### src/rtl/fetch_pkg.sv
// Shared types and constants for the instruction-fetch stage.
package fetch_pkg;

  typedef enum logic [1:0] {
    StIdle,
    StReq,
    StHold,
    StErr
  } fetch_state_e;

  localparam int unsigned PC_STEP  = 4;
  localparam logic [31:0] NOP_WORD = 32'h0000_0000;

  function automatic logic pc_misaligned(input logic [1:0] pc_lo);
    return |pc_lo;
  endfunction

endpackage

### src/rtl/fetch_unit_if.sv
// Instruction-memory request bus plus the IF/ID valid/ready boundary.
interface fetch_unit_if #(
  parameter int unsigned WIDTH = 32
);
  logic             imem_req;
  logic [WIDTH-1:0] imem_addr;
  logic             imem_ack;
  logic [WIDTH-1:0] imem_rdata;
  logic             instr_valid;
  logic             instr_ready;
  logic [WIDTH-1:0] instr_out;
  logic [WIDTH-1:0] pc_out;

  modport master (
    output imem_req, imem_addr, instr_valid, instr_out, pc_out,
    input  imem_ack, imem_rdata, instr_ready
  );

  modport slave (
    input  imem_req, imem_addr, instr_valid, instr_out, pc_out,
    output imem_ack, imem_rdata, instr_ready
  );
endinterface

### src/rtl/pc_reg.sv
// Program-counter register: synchronous reset to RESET_PC, loads d when load is high.
module pc_reg #(
  parameter int unsigned     WIDTH    = 32,
  parameter logic [WIDTH-1:0] RESET_PC = '0
) (
  input  logic             clk,
  input  logic             reset,
  input  logic             load,
  input  logic [WIDTH-1:0] d,
  output logic [WIDTH-1:0] q
);

  always_ff @(posedge clk) begin
    if (reset) begin
      q <= RESET_PC;
    end else if (load) begin
      q <= d;
    end
  end

endmodule

### src/rtl/fetch_unit.sv
// Instruction-fetch stage: one imem request per PC, buffered word handed to decode.
// Optional FETCH_ALIGN_CHECK_EN adds align_err and a sticky error state for misaligned PCs.
module fetch_unit
  import fetch_pkg::*;
#(
  parameter int unsigned      WIDTH    = 32,
  parameter logic [WIDTH-1:0] RESET_PC = '0
) (
  input  logic             clk,
  input  logic             reset,
  input  logic [WIDTH-1:0] next_pc_in,
  input  logic             redirect,
  output logic [WIDTH-1:0] pc_plus4,
  fetch_unit_if.master     bus
`ifdef FETCH_ALIGN_CHECK_EN
  ,
  output logic             align_err
`endif
);

  fetch_state_e     state_q;
  logic             req_q;
  logic             valid_q;
  logic             kill_q;
  logic [WIDTH-1:0] pending_pc_q;
  logic [WIDTH-1:0] instr_q;
  logic [WIDTH-1:0] pc_q;
  logic [WIDTH-1:0] pc_d;
  logic [WIDTH-1:0] pc_next;
  logic             pc_load;
  logic             enter_ok;

  // Redirect in the ack cycle wins over a previously latched pending target.
  always_comb begin
    pc_load = 1'b0;
    pc_d    = next_pc_in;
    unique case (state_q)
      StReq: begin
        pc_load = bus.imem_ack && (kill_q || redirect);
        pc_d    = redirect ? next_pc_in : pending_pc_q;
      end
      StHold:  pc_load = redirect || bus.instr_ready;
      default: pc_load = 1'b0;
    endcase
  end

  assign pc_next = pc_load ? pc_d : pc_q;

  pc_reg #(
    .WIDTH   (WIDTH),
    .RESET_PC(RESET_PC)
  ) u_pc_reg (
    .clk  (clk),
    .reset(reset),
    .load (pc_load),
    .d    (pc_d),
    .q    (pc_q)
  );

`ifdef FETCH_ALIGN_CHECK_EN
  assign enter_ok      = !pc_misaligned(pc_next[1:0]);
  assign bus.imem_addr = pc_q;
  assign align_err     = (state_q == StErr);
`else
  assign enter_ok      = 1'b1;
  assign bus.imem_addr = {pc_q[WIDTH-1:2], 2'b00};
`endif

  always_ff @(posedge clk) begin
    if (reset) begin
      state_q      <= StIdle;
      req_q        <= 1'b0;
      valid_q      <= 1'b0;
      kill_q       <= 1'b0;
      pending_pc_q <= '0;
      instr_q      <= WIDTH'(NOP_WORD);
    end else begin
      case (state_q)
        StIdle: begin
          state_q <= enter_ok ? StReq : StErr;
          req_q   <= enter_ok;
        end
        StReq: begin
          if (bus.imem_ack) begin
            if (kill_q || redirect) begin
              kill_q  <= 1'b0;
              state_q <= enter_ok ? StReq : StErr;
              req_q   <= enter_ok;
            end else begin
              instr_q <= bus.imem_rdata;
              valid_q <= 1'b1;
              req_q   <= 1'b0;
              state_q <= StHold;
            end
          end else if (redirect) begin
            // Address stays put; the in-flight word is dropped when it returns.
            pending_pc_q <= next_pc_in;
            kill_q       <= 1'b1;
          end
        end
        StHold: begin
          if (redirect || bus.instr_ready) begin
            valid_q <= 1'b0;
            state_q <= enter_ok ? StReq : StErr;
            req_q   <= enter_ok;
          end
        end
        StErr: begin
          req_q   <= 1'b0;
          valid_q <= 1'b0;
        end
      endcase
    end
  end

  assign pc_plus4        = pc_q + WIDTH'(PC_STEP);
  assign bus.imem_req    = req_q;
  assign bus.instr_valid = valid_q;
  assign bus.instr_out   = instr_q;
  assign bus.pc_out      = pc_q;

endmodule

### src/flat_wrapper.sv
// flat-port wrapper written by rule: the top's interface ports become plain ports
module fetch_unit_flat import fetch_pkg::*;
#(
  parameter int unsigned      WIDTH    = 32,
  parameter logic [WIDTH-1:0] RESET_PC = '0
)
  (clk, reset, next_pc_in, redirect, pc_plus4, bus_imem_req, bus_imem_addr, bus_instr_valid, bus_instr_out, bus_pc_out, bus_imem_ack, bus_imem_rdata, bus_instr_ready);
  fetch_unit_if #(.WIDTH(WIDTH)) bus_i ();
  input  logic clk;
  input  logic reset;
  input  logic [WIDTH-1:0] next_pc_in;
  input  logic redirect;
  output logic [WIDTH-1:0] pc_plus4;
  output wire logic [$bits(bus_i.imem_req)-1:0] bus_imem_req;
  output wire logic [$bits(bus_i.imem_addr)-1:0] bus_imem_addr;
  output wire logic [$bits(bus_i.instr_valid)-1:0] bus_instr_valid;
  output wire logic [$bits(bus_i.instr_out)-1:0] bus_instr_out;
  output wire logic [$bits(bus_i.pc_out)-1:0] bus_pc_out;
  input wire logic [$bits(bus_i.imem_ack)-1:0] bus_imem_ack;
  input wire logic [$bits(bus_i.imem_rdata)-1:0] bus_imem_rdata;
  input wire logic [$bits(bus_i.instr_ready)-1:0] bus_instr_ready;
  assign bus_imem_req = bus_i.imem_req;
  assign bus_imem_addr = bus_i.imem_addr;
  assign bus_instr_valid = bus_i.instr_valid;
  assign bus_instr_out = bus_i.instr_out;
  assign bus_pc_out = bus_i.pc_out;
  assign bus_i.imem_ack = bus_imem_ack;
  assign bus_i.imem_rdata = bus_imem_rdata;
  assign bus_i.instr_ready = bus_instr_ready;
  fetch_unit #(.WIDTH(WIDTH), .RESET_PC(RESET_PC)) u_core (.clk(clk), .reset(reset), .next_pc_in(next_pc_in), .redirect(redirect), .pc_plus4(pc_plus4), .bus(bus_i));
endmodule
### config.mk
export PLATFORM = sky130hd
export DESIGN_NAME = fetch_unit_flat
export DESIGN_NICKNAME = d
export VERILOG_FILES = /design/src/rtl/fetch_pkg.sv /design/src/rtl/fetch_unit_if.sv /design/src/rtl/pc_reg.sv /design/src/rtl/fetch_unit.sv /design/src/flat_wrapper.sv
export SDC_FILE = /design/constraint.sdc
export NUM_CORES = 1
export LEC_CHECK = 0
export CORE_ASPECT_RATIO = 1.2
export CORE_MARGIN = 2
export CORE_UTILIZATION = 40
export DETAILED_ROUTE_END_ITERATION = 8
export PLACE_DENSITY = 0.85
export SLEW_MARGIN = 40
export SYNTH_ARGS = -nofsm -noshare
export SYNTH_HDL_FRONTEND = slang
export SYNTH_SLANG_ARGS = --single-unit
### constraint.sdc
create_clock -name clk -period 2.5 [get_ports clk]
set_input_delay 0.25 -clock clk [delete_from_list [all_inputs] [get_ports clk]]
set_output_delay 0.25 -clock clk [all_outputs]
set_load 0.1 [all_outputs]
==> flow_summary.json, run 1 <==
{
  "portBuffers": 196,
  "grt-ovfl-total": 0,
  "place_hpwl_um": 10200,
  "grt_pass1_wl_um": 22300,
  "yosys.area.top_type": "dfxtp_1",
  "cts_buffers": 9,
  "path_class": "register to output pin",
  "finalCritPeriodShare_pct": 95.0,
  "grt_max_degree": 53,
  "layout-drive-gt1-share_pct": 30.8,
  "required_ns": 2.25,
  "vias": 4667,
  "avgSynthCellArea_um2": 8.28,
  "drc": 0,
  "slowest_stage": "dfxtp_4",
  "relSlewSlack_pct": 55.9,
  "drv_cap": 0,
  "ctsHoldBuffers": 0,
  "insertion_delay_ns": 0.34,
  "antenna_cells": 0,
  "ys_types": 36,
  "final_max_slew_viol_count": 0,
  "synth_area_leaders": "dfxtp_1 (42%), nand2_1 (11%), a21oi_1 (10%), mux2i_1 (7.2%), buf_4 (5.3%)",
  "yosys_warnings": 0,
  "cts_sinks": 101,
  "ios": 199,
  "fillerInstances": 965,
  "power_density_nw_per_um2": 690,
  "period_needed_ns": 2.37,
  "setup_viol": 0,
  "clkSlewWorstSetupHoldPaths_ns": 0.07,
  "cts-htree-levels": 3,
  "hold_violations": 0,
  "die_x_um": 104,
  "grtUsageTotal_pct": 21.0,
  "critical-path-top-delay-family": "simple AND/OR/NAND/NOR gates",
  "synth_top_area_share_pct": 41.8,
  "finalNetCount": 807,
  "die_area_um2": 13000,
  "ant_nets": 0,
  "first_global_vias": 4536,
  "finClkSkew_ns": 0.00689,
  "coreArea_um2": 11900,
  "multi_input_area_um2": 2780,
  "start_util_pct": 40.5,
  "drt_iter0_markers": 147,
  "crit_chain": "nand4_1, nor4_4, buf_4, nand4_1, xnor2_4, buf_12",
  "worstHoldPathType": "primary input to register",
  "rsz0062_at_grt": "false",
  "ctsLongestPathBuffers": 2,
  "area_growth_pct": 54.7,
  "critPathMaxFanout": 8,
  "arrival_ns": 2.12,
  "end_kind": "output pin",
  "p_leak_nw": 3.15,
  "antenna_found_initial": 0,
  "tns_ns": 0,
  "final_common_cell": "nand2_1",
  "seq_area_um2": 2100,
  "placement_rows": 44,
  "layout_common_cells": "nand2_1 (137), buf_4 (118), a21oi_1 (100)",
  "wl_um": 13700,
  "cts_tree": "yes",
  "fp.dieH_um": 124,
  "path_common_cell": "nand4_1",
  "seq_area_frac_synth_pct": 41.8,
  "wl_per_cell_um": 15.2,
  "crit_buf_inv": 2,
  "synth_area_um2": 4830,
  "root_buffer": "clkbuf_16",
  "place_congestion": 0.837,
  "ys_ff_latch": 101,
  "status": "completed",
  "ir_drop_mv": 0.322,
  "power_mw": 5.16,
  "crit_path_max_incr_delay_ns": 0.40,
  "synth_cells": 584,
  "clock.fmax_mhz": 421,
  "viasPerCell": 5.20,
  "worstMarginPinSlew_ns": 0.662,
  "start_kind": "register",
  "drt_first_pass_iters": 4
}
[metrics by stage]
step	area (um^2)	hold WS [ns]	worst slack (ns)	utilization (%)	cells
2_1_floorplan	5310	0.346	0.000862	-	585
3_3_place_gp	7130	0.441	0.340	59.7	880
3_5_place_dp	7130	0.446	0.282	59.7	880
4_1_cts	7470	0.365	0.0541	62.6	898
5_1_grt	7480	0.398	0.0136	62.6	898
6_report	7480	0.369	0.126	62.6	898
[cells in the mapped netlist]
cell and count:
nand2_2 1, xnor2_1 23, buf_1 1, or2_2 1, and4_1 2, nand4b_1 1, and3_1 5, nand3_1 14
nand4_4 1, xor2_1 5, conb_1 1, nor3_4 2, o21ai_2 1, nand4_1 9, inv_1 6, nor4_4 2
a211oi_2 1, o21a_1 1, clkbuf_1 27, buf_2 12, nor2b_1 1, mux2i_1 35, nand2_1 138, nor2_1 12
a32oi_1 1, o21ai_0 2, and3b_1 1, and2_1 2, a2111oi_1 1, a21o_1 1, a21oi_1 100, buf_4 34
ha_1 6, dfxtp_1 101, a211oi_1 32, nor3_1 1
[kinds of logic after synthesis]
family	share of synthesized area, %
AO/OA/AOI/OAI	16.7
flip-flops	41.8
AND/OR/NAND/NOR	18.4
adder cells (fa/ha/maj)	1.55
multiplexers	7.25
buffers and inverters	9.16
XOR/XNOR	5.07
other	0.0776
[layer usage]
layer	GRT usage, %	wire length (um)
met5	0	0
met4	11.4	523
met3	4.19	792
met2	37.4	7430
met1	23.4	4950
[report_power, final]
| part | internal (mW) | switching, mW |
|---|---|---|
| Clock | 0.842 | 0.597 |
| Combinational | 0.532 | 1.37 |
| Sequential | 1.70 | 0.123 |
| Total | 3.07 | 2.09 |
[registers in the layout (all words and copies together), names as in the netlist]
name and cells:
u_core.kill_q 1, u_core.pending_pc_q 32, u_core.u_pc_reg.q 32, u_core.state_q 2, u_core.bus.instr_valid 1, u_core.bus.imem_req 1
u_core.bus.instr_out 32
[final cells by class]
type / count / share of cell area (%)
well taps: 161 / 2.69
inverters: 6 / 0.301
clock buffers: 10 / 3.35
flip-flops and latches: 101 / 28.0
repair buffers: 210 / 27.5
multi-input cells: 404 / 37.2
clock inverters: 6 / 0.904
[repair_timing]
action,4_1_cts,5_1_grt
pin swaps,2,4
gates cloned,0,0
setup endpoints to repair,8,4
buffers inserted,2,0
resized for setup,0,1
[final timing paths]
kind         depth (start not counted)                    from                 endpoint  slack [ns]
min                                  2                   reset   u_core.bus.instr_valid        0.37
max reg2reg                          6       u_core.state_q[1]  u_core.pending_pc_q[26]        0.52
min reg2reg                          2  u_core.pending_pc_q[1]   u_core.pending_pc_q[1]        0.45
max                                  6    u_core.u_pc_reg.q[4]             pc_plus4[31]        0.13
Power figures use the tool's default switching activity.
==> inputs of run 2 (changes only) <==
GPL_ROUTABILITY_DRIVEN = 1   (was default)
==> results of run 2 <==
No change in the layout: final DEF, timing and power equal those of run 1.
